`config.mk`:
```
export PLATFORM = sky130hd
export DESIGN_NAME = imem_loader
export DESIGN_NICKNAME = d
export VERILOG_FILES = /design/src/rtl/mips_pkg.sv /design/src/rtl/byte_word_assembler.sv /design/src/rtl/imem_loader.sv
export SDC_FILE = /design/constraint.sdc
export NUM_CORES = 1
export LEC_CHECK = 0
export CORE_UTILIZATION = 52
export CTS_CLUSTER_SIZE = 28
export DETAILED_ROUTE_END_ITERATION = 8
export HOLD_SLACK_MARGIN = 0.12
export PLACE_DENSITY_LB_ADDON = 0.08
export SYNTH_ARGS = -nofsm -noshare
export SYNTH_HDL_FRONTEND = slang
export SYNTH_SLANG_ARGS = --single-unit
```
`constraint.sdc`:
```
create_clock -name clk -period 2.5 [get_ports clk]
set_input_delay 0.375 -clock clk [delete_from_list [all_inputs] [get_ports clk]]
set_output_delay 0.375 -clock clk [all_outputs]
set_load 0.005 [all_outputs]
```
`src/rtl/mips_pkg.sv`:
```
// Shared MIPS definitions: text segment base and the
// instruction-memory loader state encoding.
package mips_pkg;

    localparam logic [31:0] TEXT_BASE = 32'h0040_0000;

    typedef enum logic [2:0] {
        ST_HDR0,
        ST_HDR1,
        ST_DATA,
        ST_CSUM,
        ST_DONE,
        ST_ERR
    } ld_state_e;

endpackage

```
`src/rtl/byte_word_assembler.sv`:
```
// Collects little-endian bytes into 32-bit words and
// flags the cycle in which the fourth byte arrives.
module byte_word_assembler (
    input  logic        clk,
    input  logic        rstb,
    input  logic        clr,
    input  logic        byte_vld,
    input  logic [7:0]  byte_in,
    output logic [31:0] word,
    output logic        word_vld
);

    logic [1:0]  cnt_q, cnt_d;
    logic [23:0] sh_q, sh_d;

    always_comb begin
        cnt_d = cnt_q;
        sh_d  = sh_q;
        if (clr) begin
            cnt_d = 2'd0;
            sh_d  = 24'd0;
        end else if (byte_vld) begin
            cnt_d = cnt_q + 2'd1;
            sh_d  = {byte_in, sh_q[23:8]};
        end
    end

    // The word is presented combinationally with its top byte
    // still on the input, so the consumer sees it on the 4th edge.
    assign word     = {byte_in, sh_q};
    assign word_vld = byte_vld && (cnt_q == 2'd3);

    always_ff @(posedge clk) begin
        if (rstb) begin
            cnt_q <= 2'd0;
            sh_q  <= 24'd0;
        end else begin
            cnt_q <= cnt_d;
            sh_q  <= sh_d;
        end
    end

endmodule

```
`src/rtl/imem_loader.sv`:
```
// Framed byte-stream loader that fills instruction memory and
// holds the core in reset until a checksummed load completes.
module imem_loader
    import mips_pkg::*;
#(
    parameter logic [31:0] TEXT_BASE = mips_pkg::TEXT_BASE,
    parameter int unsigned MAX_WORDS = 1024
) (
    input  logic        clk,
    input  logic        rstb,
    input  logic [7:0]  in_data,
    input  logic        in_valid,
    output logic        in_ready,
    input  logic        restart,
    output logic        imem_wr_ena,
    output logic [31:0] imem_addr,
    output logic [31:0] imem_wr_data,
    output logic        core_hold,
    output logic        done,
    output logic        err
);

    localparam logic [15:0] MAX_W = 16'(MAX_WORDS);

    ld_state_e   state_q, state_d;
    logic [7:0]  n_lo_q, n_lo_d;
    logic [15:0] n_q, n_d;
    logic [15:0] k_q, k_d;
    logic [31:0] sum_q, sum_d;
    logic        wr_q, wr_d;
    logic [31:0] addr_q, addr_d;
    logic [31:0] wdata_q, wdata_d;

    logic        acc;
    logic        asm_vld;
    logic [31:0] word;
    logic        word_vld;
    logic [15:0] n_hdr;

    // A byte offered alongside restart is dropped.
    assign acc     = in_valid && in_ready && !restart;
    assign asm_vld = acc && (state_q == ST_DATA || state_q == ST_CSUM);
    assign n_hdr   = {in_data, n_lo_q};

    byte_word_assembler u_asm (
        .clk      (clk),
        .rstb     (rstb),
        .clr      (restart),
        .byte_vld (asm_vld),
        .byte_in  (in_data),
        .word     (word),
        .word_vld (word_vld)
    );

    always_ff @(posedge clk) begin
        if (rstb) state_q <= ST_HDR0;
        else      state_q <= state_d;
    end

    always_comb begin
        state_d = state_q;
        if (restart) begin
            state_d = ST_HDR0;
        end else begin
            unique case (state_q)
                ST_HDR0: if (acc) state_d = ST_HDR1;
                ST_HDR1: begin
                    if (acc) begin
                        if (n_hdr > MAX_W)      state_d = ST_ERR;
                        else if (n_hdr == 16'd0) state_d = ST_CSUM;
                        else                     state_d = ST_DATA;
                    end
                end
                ST_DATA: begin
                    if (word_vld && k_q == n_q - 16'd1)
                        state_d = ST_CSUM;
                end
                ST_CSUM: begin
                    if (word_vld)
                        state_d = (word == sum_q) ? ST_DONE : ST_ERR;
                end
                ST_DONE: state_d = ST_DONE;
                ST_ERR:  state_d = ST_ERR;
                default: state_d = ST_HDR0;
            endcase
        end
    end

    always_comb begin
        n_lo_d  = n_lo_q;
        n_d     = n_q;
        k_d     = k_q;
        sum_d   = sum_q;
        wr_d    = 1'b0;
        addr_d  = addr_q;
        wdata_d = wdata_q;
        if (restart) begin
            k_d   = 16'd0;
            sum_d = 32'd0;
        end else begin
            if (acc && state_q == ST_HDR0) n_lo_d = in_data;
            if (acc && state_q == ST_HDR1) n_d = n_hdr;
            if (word_vld && state_q == ST_DATA) begin
                wr_d    = 1'b1;
                addr_d  = TEXT_BASE + {14'd0, k_q, 2'b00};
                wdata_d = word;
                k_d     = k_q + 16'd1;
                sum_d   = sum_q + word;
            end
        end
    end

    always_ff @(posedge clk) begin
        if (rstb) begin
            n_lo_q  <= 8'd0;
            n_q     <= 16'd0;
            k_q     <= 16'd0;
            sum_q   <= 32'd0;
            wr_q    <= 1'b0;
            addr_q  <= TEXT_BASE;
            wdata_q <= 32'd0;
        end else begin
            n_lo_q  <= n_lo_d;
            n_q     <= n_d;
            k_q     <= k_d;
            sum_q   <= sum_d;
            wr_q    <= wr_d;
            addr_q  <= addr_d;
            wdata_q <= wdata_d;
        end
    end

    always_comb begin
        in_ready     = (state_q != ST_DONE) && (state_q != ST_ERR);
        core_hold    = (state_q != ST_DONE);
        done         = (state_q == ST_DONE);
        err          = (state_q == ST_ERR);
        imem_wr_ena  = wr_q;
        imem_addr    = addr_q;
        imem_wr_data = wdata_q;
    end

endmodule

```
==> impl_table.tex, run 1 <==
\begin{tabular}{lr}
\hline
Metric & Value \\
\hline
\multicolumn{2}{l}{\textbf{Outcome}} \\
Status & complete, but fails checks \\
Failing checks & negative setup slack \\
\multicolumn{2}{l}{\textbf{GRT}} \\
Overall routing resource usage & 28.4\% \\
Global-route wire length before repair & 35.9 mm \\
Initial antenna violation count & 0 \\
Pin count of the biggest net entering global routing & 46 \\
Via count of the first global-routing pass & 7,194 \\
Remaining global-route overflow & 0 \\
\multicolumn{2}{l}{\textbf{Timing}} \\
Post-route clock skew & 0.00622 ns \\
Total Neg Setup Slack & -0.341 ns \\
Number of setup violations in the final report & 7 \\
Final worst path period need & 2.63 ns \\
Tcrit/Tclk final & 105\% \\
Final-report hold violation count & 0 \\
Top achievable clock speed & 381 MHz \\
Number of max-slew violations in the final report & 0 \\
Worst Slack Setup Final & -0.127 ns \\
Unrepaired setup endpoints after global routing & true \\
\multicolumn{2}{l}{\textbf{CTS}} \\
TritonCTS sink count & 150 \\
Clock latency reported for the late side of the worst-skew pair & 0.42 ns \\
CTS tree & yes \\
Max Buffers Root-to-Sink & 2 \\
CTS Root Cell & sky130\_fd\_sc\_hd\_\_clkbuf\_16 \\
TritonCTS Buffers & 17 \\
Clock edge transition at the registers on the reported setup and hold paths & 0.06 ns \\
Level count of the clock H-tree & 4 \\
\multicolumn{2}{l}{\textbf{Yosys}} \\
Synth cell types & 64 \\
Fraction of synthesis flops using an asynchronous set or reset pin & 0\% \\
Most frequently used flop master after synthesis & sky130\_fd\_sc\_hd\_\_dfxtp\_1 \\
Post-synthesis cell count & 1,036 \\
Number of synthesized flops with an enable pin & 0 \\
Count of state elements after synthesis & 150 \\
Share of synthesized area occupied by flip-flops and latches & 37.5\% \\
Post-synthesis area per instance & 7.72 um2 \\
Netlist Area Pre-Place & 0.00800 mm2 \\
Synth warnings & 0 \\
\multicolumn{2}{l}{\textbf{Worst setup path}} \\
Startpoint Class & register \\
Data required time at the worst endpoint & 2.81 ns \\
R2R Path Start & u\_asm.sh\_q[5] \\
R2R setup slack & -0.13 ns \\
Crit path arrival time & 2.94 ns \\
WP depth & 10 \\
Critical-path cell with the highest stage delay & sky130\_fd\_sc\_hd\_\_or3\_4 \\
Type of element capturing the critical path & register \\
Largest stage delay on the critical path & 0.38 ns \\
Number of buffer and inverter stages on the critical path & 0 \\
Crit path kind & reg2reg \\
Largest driver fanout on the critical path & 3 \\
Crit path max-delay family & compound AO/OA/AOI/OAI gates \\
CP Cell Sequence & ha\_4, a21o\_1, or3\_4, o211a\_4, o21bai\_4, a21oi\_2, a221oi\_2, o21ai\_1, mux2i\_1, a311o\_1 \\
Cells on worst reg2reg path & 10 \\
Endpoint of the most critical register-to-register path & sum\_q[30] \\
\multicolumn{2}{l}{\textbf{Layout}} \\
Share of cells above drive strength 1 & 19.5\% \\
Most frequent cells in the layout & sky130\_fd\_sc\_hd\_\_nand2\_1 (196), sky130\_fd\_sc\_hd\_\_dfxtp\_1 (140), sky130\_fd\_sc\_hd\_\_a21oi\_1 (133) \\
Area Overhead vs Synth & 29.9\% \\
Most common library cell in the layout ignoring fill and taps & sky130\_fd\_sc\_hd\_\_nand2\_1 \\
Total inserted antenna cells & 0 \\
Layout net count & 1,218 \\
\multicolumn{2}{l}{\textbf{Hold path}} \\
Worst Hold Path EP & n\_q[0] \\
Path class of the lowest-slack min-delay path & reg2reg \\
Number of cells on the worst hold path & 2 \\
Worst hold path startpoint & n\_lo\_q[0] \\
\multicolumn{2}{l}{\textbf{Power}} \\
Clock group share of total power & 49.6\% \\
Switching power as a share of total power & 23.1\% \\
Flop pwr share & 46.3\% \\
Worst IR drop on VDD & 0.430 mV \\
Power consumption & 5.19 mW \\
Sw power & 1.20 mW \\
Comb pwr share & 4.1\% \\
P\_int & 3.99 mW \\
Cell leakage power & 4.08 nW \\
Total power density per cell area & 500 mW/mm2 \\
\multicolumn{2}{l}{\textbf{Drt}} \\
Length of the first detailed-routing pass in iterations & 5 \\
Number of DRC markers after the initial detailed-route iteration & 646 \\
Average wire length per cell after detail routing & 16.1 um \\
Via count normalized by instance count & 5.55 \\
Detailed-route wire length & 22.0 mm \\
Via count & 7,597 \\
DRC viols & 0 \\
Antenna Nets Post-Route & 0 \\
\multicolumn{2}{l}{\textbf{Floorplanning}} \\
Number of top-level pins & 81 \\
Die height & 126 um \\
Num rows & 44 \\
Placeable core area & 0.0148 mm2 \\
Die outline width & 126 um \\
Area of the die & 0.0159 mm2 \\
Initial core utilization & 54.2\% \\
\multicolumn{2}{l}{\textbf{Place}} \\
Detailed-placement wirelength estimate & 15.2 mm \\
Routability cong. & 0.926 \\
Count of input and output buffers & 64 \\
\multicolumn{2}{l}{\textbf{Run}} \\
Max Cap Viol & 0 \\
\hline
\end{tabular}
## final cells by class
class                           instances  area (um2)
Multi-Input combinational cell        795        4870
Tap cell                              184         230
Sequential cell                       150        3020
Inverter                               17        63.8
Timing Repair Buffer                  190        1620
Clock buffer                           19         443
Clock inverter                         13         145
Fill cell                            1246        4370
## cell usage after synthesis, types with 2 or more instances
cell                         n  area (um2)
sky130_fd_sc_hd__xnor2_1    35         307
sky130_fd_sc_hd__buf_1       9        33.8
sky130_fd_sc_hd__a21o_1     14         105
sky130_fd_sc_hd__buf_2       3        15.0
sky130_fd_sc_hd__xor2_1     24         210
sky130_fd_sc_hd__o21ai_1     9        45.0
sky130_fd_sc_hd__nor2_1     90         338
sky130_fd_sc_hd__o21a_1      7        52.6
sky130_fd_sc_hd__o21ai_0    24         120
sky130_fd_sc_hd__and3_1      9        56.3
sky130_fd_sc_hd__nand3b_1    2        15.0
sky130_fd_sc_hd__buf_4      17         128
sky130_fd_sc_hd__a211oi_1    9        67.6
sky130_fd_sc_hd__nand2b_1   36         225
sky130_fd_sc_hd__o211ai_1    3        22.5
sky130_fd_sc_hd__clkbuf_1   56         210
sky130_fd_sc_hd__o21bai_1    6        45.0
sky130_fd_sc_hd__nor2b_1     4        25.0
sky130_fd_sc_hd__a31oi_1     3        18.8
sky130_fd_sc_hd__dfxtp_1   150        3000
sky130_fd_sc_hd__nand4b_1    2        17.5
sky130_fd_sc_hd__or3_1       9        56.3
sky130_fd_sc_hd__nor4_1     13        81.3
sky130_fd_sc_hd__nand3_1    24         120
sky130_fd_sc_hd__nor3_1     15        75.1
sky130_fd_sc_hd__mux2i_1    13         130
sky130_fd_sc_hd__a21oi_1   149         746
sky130_fd_sc_hd__nand2_1   196         736
sky130_fd_sc_hd__nor3_2      2        20.0
sky130_fd_sc_hd__buf_6       3        33.8
sky130_fd_sc_hd__ha_1       34         425
sky130_fd_sc_hd__nand4_1    17         106
sky130_fd_sc_hd__conb_1      2        7.51
sky130_fd_sc_hd__inv_1      17        63.8
## per-stage QoR
stage	hold slack (ns)	cells	cell area, um2	setup WS, ns	utilization, %
detailed placement	0.446	1325	9430	-0.185	63.9
global placement	0.441	1325	9430	-0.136	63.9
CTS	0.454	1360	10200	-0.0735	68.9
floorplan	0.436	1050	8090	-0.0204	-
global route	0.475	1368	10400	-0.208	70.4
finish	0.451	1368	10400	-0.127	70.4
## timing repair
action,in CTS,in global routing
hold buffers,0,0
gates resized for setup,27,43
pin swaps,20,40
cloned,0,0
endpoints found under the setup margin,12,17
buffers inserted,3,9
## flip-flops by register name (all words and copies together) (netlist names)
register	count
imem_addr	16
imem_wr_data	32
imem_wr_ena	1
k_q	16
n_lo_q	8
n_q	16
state_q	3
sum_q	32
u_asm.cnt_q	2
u_asm.sh_q	24
## cells by family (layout without fill, tap and decap cells)
family	after synthesis	count (layout)	share of synthesized area, %
AO/OA/AOI/OAI	241	241	17.5
XOR/XNOR	59	59	6.46
adder cells (fa/ha/maj)	35	35	5.57
buffers and inverters	105	239	6.05
flip-flops	150	150	37.5
multiplexers	13	13	1.63
other	2	16	0.0939
AND/OR/NAND/NOR	431	431	25.2
## layer usage
layer | vias up | routed length, um | global-route usage (%)
met5 | - | 0 | 0
met2 | 248 | 10300 | 47.4
met4 | 0 | 762 | 12.6
met3 | 55 | 933 | 4.93
met1 | 3528 | 9970 | 36.0
li1 | 3766 | - | -
## worst reg2reg max path, cell delays in order, from the launching register on
cell and delay [ns]:
sky130_fd_sc_hd__dfxtp_2 0.34, sky130_fd_sc_hd__ha_4 0.23, sky130_fd_sc_hd__a21o_1 0.17, sky130_fd_sc_hd__or3_4 0.38, sky130_fd_sc_hd__o211a_4 0.29, sky130_fd_sc_hd__o21bai_4 0.14
sky130_fd_sc_hd__a21oi_2 0.08, sky130_fd_sc_hd__a221oi_2 0.36, sky130_fd_sc_hd__o21ai_1 0.14, sky130_fd_sc_hd__mux2i_1 0.13, sky130_fd_sc_hd__a311o_1 0.26
## worst max-delay path by stage
stage	startpoint	end	slack, ns
finish	u_asm.sh_q[5]	sum_q[30]	-0.13
global route	u_asm.sh_q[5]	sum_q[30]	-0.21
CTS	u_asm.sh_q[5]	sum_q[30]	-0.07
detailed placement	u_asm.sh_q[5]	sum_q[28]	-0.18
global placement	in_data[1]	state_q[0]	-0.14
floorplan	u_asm.sh_q[5]	sum_q[30]	-0.02
## power by group through the flow
stage	registers, mW	clock network (mW)	logic, mW
5_1_grt	2.41	2.73	0.226
4_1_cts	2.41	2.62	0.204
3_5_place_dp	2.46	0	0.202
2_1_floorplan	2.46	0	0.136
3_3_place_gp	2.46	0	0.202
6_report	2.41	2.58	0.211
Note: power is estimated with default switching activity, not from simulation.
==> run 2, diff against run 1 <==
--- a/config.mk
+++ b/config.mk
@@ -8,7 +8,7 @@
 export CORE_UTILIZATION = 52
 export CTS_CLUSTER_SIZE = 28
 export DETAILED_ROUTE_END_ITERATION = 8
-export HOLD_SLACK_MARGIN = 0.12
+export HOLD_SLACK_MARGIN = 0.15
 export PLACE_DENSITY_LB_ADDON = 0.08
 export SYNTH_ARGS = -nofsm -noshare
 export SYNTH_HDL_FRONTEND = slang
==> results of run 2 <==
No change in the layout: final DEF, timing and power equal those of run 1.
==> run 3, diff against run 2 <==
--- a/config.mk
+++ b/config.mk
@@ -5,9 +5,11 @@
 export SDC_FILE = /design/constraint.sdc
 export NUM_CORES = 1
 export LEC_CHECK = 0
+export CORE_ASPECT_RATIO = 1.5
 export CORE_UTILIZATION = 52
 export CTS_CLUSTER_SIZE = 28
 export DETAILED_ROUTE_END_ITERATION = 8
+export GPL_TIMING_DRIVEN = 0
 export HOLD_SLACK_MARGIN = 0.15
 export PLACE_DENSITY_LB_ADDON = 0.08
 export SYNTH_ARGS = -nofsm -noshare
==> run 3 against run 2 <==
Compared with the run above:
- the run still ends with negative setup slack left
- non-clock buffer count increased by 3
- setup slack got worse by 0.085 ns
- highest routed layer unchanged
- final cell count up 1.3%
- core utilization fell by 0.69 points
- clock power barely moved
- routed wire length grew 12%
- die area about the same
- via count rose by 2.3%
- critical path depth unchanged
- largest cell class unchanged
- register-to-register slack got worse by 0.09 ns
==> impl_table.tex, run 3 (synthesized netlist as in run 1, its figures left out) <==
\begin{tabular}{lr}
\hline
Metric & Value \\
\hline
\multicolumn{2}{l}{\textbf{CTS}} \\
Clock latency reported for the late side of the worst-skew pair & 0.43 ns (about the same) \\
TritonCTS sink count & 150 (unchanged) \\
CTS tree & yes \\
TritonCTS Buffers & 17 (unchanged) \\
Max Buffers Root-to-Sink & 2 (unchanged) \\
Level count of the clock H-tree & 4 (unchanged) \\
CTS Root Cell & sky130\_fd\_sc\_hd\_\_clkbuf\_16 \\
Number of hold-repair buffers added at the cts stage & 0 (unchanged) \\
Clock edge transition at the registers on the reported setup and hold paths & 0.07 ns (about the same) \\
\multicolumn{2}{l}{\textbf{GRT}} \\
Via count of the first global-routing pass & 7,263 (+0.96\%) \\
Initial antenna violation count & 0 (unchanged) \\
Gr busiest metal & met2 \\
Overall routing resource usage & 31.2\% (+2.8 points) \\
Remaining global-route overflow & 0 (unchanged) \\
Met1 capacity usage during global routing & 33.5\% (-2.5 points) \\
Met2 Use GR & 53.9\% (+6.5 points) \\
Global-route wire length before repair & 37.5 mm (+4.6\%) \\
Pin count of the biggest net entering global routing & 17 (-63\%) \\
Fraction of met3 tracks used by global routing & 5.41\% (+0.48 points) \\
\multicolumn{2}{l}{\textbf{Worst setup path}} \\
Crit path kind & reg2reg \\
R2R setup slack & -0.21 ns (-0.09 ns) \\
Endpoint of the most critical register-to-register path & sum\_q[30] \\
Data required time at the worst endpoint & 2.81 ns (about the same) \\
Largest driver fanout on the critical path & 3 (unchanged) \\
Type of element capturing the critical path & register \\
Startpoint Class & register \\
Crit path arrival time & 3.02 ns (+0.08 ns) \\
R2R Path Start & u\_asm.sh\_q[5] \\
Timing endpoint of the critical path & sum\_q[30] \\
Cells on worst reg2reg path & 10 (unchanged) \\
Worst Setup SP & u\_asm.sh\_q[5] \\
\multicolumn{2}{l}{\textbf{Layout}} \\
Filler Cells Inserted & 1,237 (-0.72\%) \\
Most frequent cells in the layout & sky130\_fd\_sc\_hd\_\_nand2\_1 (193), sky130\_fd\_sc\_hd\_\_a21oi\_1 (133), sky130\_fd\_sc\_hd\_\_dfxtp\_1 (129) \\
Total inserted antenna cells & 0 (unchanged) \\
Area Overhead vs Synth & 31.4\% \\
Most common library cell in the layout ignoring fill and taps & sky130\_fd\_sc\_hd\_\_nand2\_1 \\
Area of all placed cells without fillers & 0.0105 mm2 (+1.1\%) \\
Layout net count & 1,221 (+0.25\%) \\
Area of combinational cells with multiple inputs & 0.00511 mm2 (+5.0\%) \\
Share of cells above drive strength 1 & 18.9\% (-0.64 points) \\
Sequential standard cell area & 0.00305 mm2 (+0.95\%) \\
\multicolumn{2}{l}{\textbf{Outcome}} \\
Status & complete, but fails checks \\
Failing checks & negative setup slack \\
\multicolumn{2}{l}{\textbf{Drt}} \\
Via count & 7,772 (+2.3\%) \\
Length of the first detailed-routing pass in iterations & 5 (unchanged) \\
Detailed-route wire length & 24.6 mm (+12\%) \\
Number of DRC markers after the initial detailed-route iteration & 423 (-35\%) \\
Average wire length per cell after detail routing & 17.8 um (+10\%) \\
Antenna Nets Post-Route & 0 (unchanged) \\
Via count normalized by instance count & 5.61 (+0.97\%) \\
DRC viols & 0 (unchanged) \\
\multicolumn{2}{l}{\textbf{Timing}} \\
Tightest Pin Transition & 0.728 ns \\
Top achievable clock speed & 369 MHz (-3.1\%) \\
Number of setup violations in the final report & 10 (+3) \\
Tcrit/Tclk final & 108\% (+3.4 points) \\
Post-route clock skew & 0.0123 ns (+0.00605 ns) \\
Worst max-slew margin expressed relative to the limit & 51.5\% \\
Final worst path period need & 2.71 ns (+0.0852 ns) \\
Total Neg Setup Slack & -1.09 ns (-0.746 ns) \\
Number of max-slew violations in the final report & 0 (unchanged) \\
Worst Slack Setup Final & -0.212 ns (-0.0852 ns) \\
Unrepaired setup endpoints after global routing & true \\
Final-report hold violation count & 0 (unchanged) \\
\multicolumn{2}{l}{\textbf{Power}} \\
Worst IR drop on VDD & 0.357 mV (-17\%) \\
Cell leakage power & 3.91 nW (-4.0\%) \\
Total power density per cell area & 493 mW/mm2 (-1.3\%) \\
\multicolumn{2}{l}{\textbf{Floorplanning}} \\
Die height & 154 um (+22\%) \\
Number of top-level pins & 81 (unchanged) \\
Num rows & 55 (+25\%) \\
Die outline width & 103 um (-18\%) \\
Initial core utilization & 53.1\% (-1.1 points) \\
Placeable core area & 0.0151 mm2 (+2.1\%) \\
Area of the die & 0.0159 mm2 (about the same) \\
\multicolumn{2}{l}{\textbf{Run}} \\
Max Cap Viol & 0 (unchanged) \\
\multicolumn{2}{l}{\textbf{Place}} \\
Routability cong. & 1.02 (+9.9\%) \\
Post-Place Cell Area & 0.00897 mm2 (-4.9\%) \\
Detailed-placement wirelength estimate & 16.8 mm (+11\%) \\
Count of input and output buffers & 63 (-1.6\%) \\
\multicolumn{2}{l}{\textbf{Hold path}} \\
Path class of the lowest-slack min-delay path & reg2reg \\
\hline
\end{tabular}
[run 3: worst min-delay path by stage]
| stage | slack, ns | endpoint | startpoint | cells after the start |
|---|---|---|---|---|
| after global placement | 0.44 | imem_addr[13] | imem_addr[13] | 2 |
| after global routing | 0.47 | n_q[1] | n_lo_q[1] | 2 |
| after detailed placement | 0.45 | imem_addr[12] | imem_addr[12] | 2 |
| final | 0.45 | imem_addr[12] | imem_addr[12] | 2 |
| after floorplan | 0.44 | sum_q[24] | sum_q[24] | 2 |
| after CTS | 0.44 | u_asm.sh_q[23] | in_data[7] | 3 |
[run 3: critical path, stage by stage (launching register included)]
cell and delay, ns:
sky130_fd_sc_hd__dfxtp_4 0.38, sky130_fd_sc_hd__ha_4 0.20, sky130_fd_sc_hd__a21o_1 0.16, sky130_fd_sc_hd__or3_1 0.37
sky130_fd_sc_hd__o211a_1 0.29, sky130_fd_sc_hd__o21bai_1 0.19, sky130_fd_sc_hd__a21oi_2 0.11, sky130_fd_sc_hd__a221oi_4 0.39
sky130_fd_sc_hd__o21ai_2 0.11, sky130_fd_sc_hd__mux2i_1 0.13, sky130_fd_sc_hd__a311o_1 0.27
[run 3: where the power goes]
group | switching (mW) | leakage, nW | total (mW) | internal [mW]
clock | 1.13 | 0.277 | 2.56 | 1.43
combinational | 0.139 | 2.41 | 0.228 | 0.0886
sequential | 0.00789 | 1.22 | 2.40 | 2.39
total | 1.28 | 3.91 | 5.18 | 3.90
[run 3: metrics by stage]
| step | util (%) | hold WS [ns] | power [mW] | setup slack [ns] | instances |
|---|---|---|---|---|---|
| floorplan | - | 0.436 | 2.59 | -0.0204 | 1050 |
| global placement | 59.5 | 0.443 | 2.67 | -1.11 | 1312 |
| detailed placement | 59.5 | 0.445 | 2.67 | -1.11 | 1312 |
| CTS | 66.4 | 0.440 | 5.20 | -0.183 | 1358 |
| global route | 69.7 | 0.473 | 5.33 | -0.295 | 1386 |
| finish | 69.7 | 0.452 | 5.18 | -0.212 | 1386 |
[run 3: area by class of cell]
class | instances | share of cell area (%)
Multi-Input combinational cell | 795 | 48.7
Sequential cell | 150 | 29.0
Timing Repair Buffer | 117 | 9.99
Clock buffer | 19 | 4.22
Buffer | 76 | 3.85
Tap cell | 199 | 2.37
Clock inverter | 13 | 1.29
Inverter | 17 | 0.631
[run 3: repair_timing]
action / in CTS / in global routing
gates cloned: 0 / 0
buffers inserted: 26 / 33
resized for setup: 79 / 73
endpoints found under the setup margin: 99 / 51
pin swaps: 28 / 53
[run 3: metal layers]
| layer | wire length (um) | up-vias |
|---|---|---|
| li1 | - | 3779 |
| met1 | 9160 | 3632 |
| met2 | 12500 | 260 |
| met3 | 1160 | 101 |
| met4 | 1780 | 0 |
| met5 | 0 | - |
==> RTL change (flow settings as in run 3) <==
Register the output `err`, without a reset; this adds one clock of latency there. The other outputs are not delayed to match.
--- a/src/rtl/imem_loader.sv
+++ b/src/rtl/imem_loader.sv
@@ -22,4 +22,6 @@
 
     localparam logic [15:0] MAX_W = 16'(MAX_WORDS);
+
+    logic err_d;
 
     ld_state_e   state_q, state_d;
@@ -135,5 +137,5 @@
         core_hold    = (state_q != ST_DONE);
         done         = (state_q == ST_DONE);
-        err          = (state_q == ST_ERR);
+        err_d        = (state_q == ST_ERR);
         imem_wr_ena  = wr_q;
         imem_addr    = addr_q;
@@ -141,4 +143,8 @@
     end
 
+    always_ff @(posedge clk) begin
+        err <= err_d;
+    end
+
 endmodule
 
Behaviour: not the same (a bounded check fails within 4 cycles, from zero or initial values and one cycle with rstb high).
==> RTL change against run 3 <==
The flow still finishes with violations (negative setup slack). Largest power group unchanged. Via count decreased by 2.3%. Fmax increased by 1.1%. Sequential cell count increased by 1. Worst setup slack improved by 0.030 ns. Largest cell class unchanged. Wire length decreased by 3.5%. Critical path type unchanged. Power decreased by 0.15%. Die area increased by 0.25%. Non-clock buffer count decreased by 16. Synthesized area increased by 0.25%. Design area decreased by 1.9%. Synthesized cell count about the same.
==> RTL change: results <==
metrics = {
    "run_status": {
        "status": "finished, violations left",
        "violations": "negative setup slack",
    },
    "detailed_routing": {
        "drt_iter0_drc": 412,
        "wl_per_cell_um": 17.3,
        "drt_first_pass_iters": 6,
        "via_per_inst": 5.54,
    },
    "global_routing": {
        "grt_antenna_before_repair": 0,
        "grt_pass1_wl_mm": 37.1,
        "grt_pass1_vias": 7246,
        "track_usage_pct": 30.7,
    },
    "layout": {
        "drive_above_1_share_pct": 17.0,
        "num-nets-final": 1206,
        "antenna-diode-count": 0,
    },
    "clocking": {
        "cts-root-buf": "clkbuf_16",
        "cts_buffers": 17,
        "worstSkewPairLatency_ns": 0.43,
    },
    "placed_design": {
        "port_buffers": 63,
        "dp_slack_ns": -1.06,
        "place.gp.congestion": 0.996,
        "hpwl_mm": 16.8,
        "placed_area_sq_um": 8990,
    },
    "logic_synthesis": {
        "synth_seq_area_share_pct": 37.7,
        "synth_common_cells": "nand2_1, dfxtp_1, a21oi_1",
        "async_reset_ff_share_pct": 0,
        "synthFlopType": "dfxtp_1",
        "ys_top_cells_by_area": "dfxtp_1, a21oi_1, nand2_1",
    },
    "timing": {
        "setup_ws_ns": -0.182,
        "worst_slew_pin_slew_ns": 0.745,
        "setup_violations": 10,
        "clock_skew_ns": 0.0119,
    },
    "setup_path": {
        "arrival_ns": 2.99,
        "slowest_delay_ns": 0.41,
        "cp_max_fo": 4,
        "critPathTopFamily": "compound AO/OA/AOI/OAI gates",
    },
    "pwr": {
        "p_leak_nw": 3.81,
        "peakVddDrop_mv": 0.538,
    },
    "hold_path": {
        "hp-class": "in -> reg",
    },
}
## RTL change: metrics by stage
| stage | hold slack (ns) | cells | total power, mW | util, % | setup TNS [ns] |
|---|---|---|---|---|---|
| detailed placement | 0.448 | 1313 | 2.69 | 59.6 | -81.63 |
| CTS | 0.441 | 1356 | 5.19 | 66.7 | -0.396 |
| floorplan | 0.436 | 1051 | 2.61 | - | -0.0204 |
| global placement | 0.442 | 1313 | 2.69 | 59.6 | -83.61 |
| global route | 0.475 | 1371 | 5.34 | 68.4 | -1.79 |
| finish | 0.450 | 1371 | 5.18 | 68.4 | -0.751 |
## RTL change: cells by family after synthesis
logic type                 count (synthesis)  synth area share [%]
adders and majority gates                 35                  5.55
AOI/OAI and AO/OA                        241                  17.5
other                                      2                0.0937
DFF                                      151                  37.7
xor gates and xnor gates                  59                  6.44
buffers and inverters                    105                  6.04
muxes                                     13                  1.62
and+or+nand+nor                          431                  25.1
## RTL change: cell type report
type                    count  area (sq um)
multi-input cells         795          5050
fillers                  1290          4760
flip-flops and latches    151          3060
repair buffers             99           916
clock buffers              19           433
plain buffers              78           407
well taps                 199           249
clock inverters            13           136
inverters                  17          63.8
## RTL change: per-layer routing
metal | vias up | global-route usage (%) | share of wire (%) | routed length, um
met2 | 183 | 55.7 | 53 | 12500
met3 | 70 | 4.82 | 3.6 | 860
li1 | 3741 | - | - | -
met5 | - | 0 | 0 | 0
met4 | 0 | 18.2 | 5.4 | 1290
met1 | 3597 | 32.3 | 38 | 9080
## RTL change: what timing repair did
| item | CTS | global route |
|---|---|---|
| buffers inserted | 21 | 16 |
| endpoints found under the setup margin | 99 | 20 |
| gates resized for setup | 88 | 41 |
| pin swaps | 31 | 40 |
| cloned | 0 | 0 |
## RTL change: report_power, final
part / total (mW) / switching (mW) / internal [mW] / leakage, nW
clock network: 2.54 / 1.13 / 1.41 / 0.275
logic: 0.223 / 0.136 / 0.0865 / 2.31
registers: 2.42 / 0.00776 / 2.41 / 1.23
total: 5.18 / 1.27 / 3.90 / 3.81
## RTL change: tightest hold or removal path, stage by stage
cell      delay [ns]
clkbuf_1        0.26
nand2_1         0.13
a21oi_1         0.05
## RTL change: path summary, 6_finish.rpt
| path | start | depth (start not counted) | slack, ns | to |
|---|---|---|---|---|
| worst max register to register | u_asm.sh_q[5] | 10 | -0.18 | sum_q[30] |
| worst min register to register | imem_addr[10] | 2 | 0.45 | imem_addr[10] |
| worst min-delay path | in_data[7] | 3 | 0.45 | n_q[15] |
| worst max-delay path | u_asm.sh_q[5] | 10 | -0.18 | sum_q[30] |
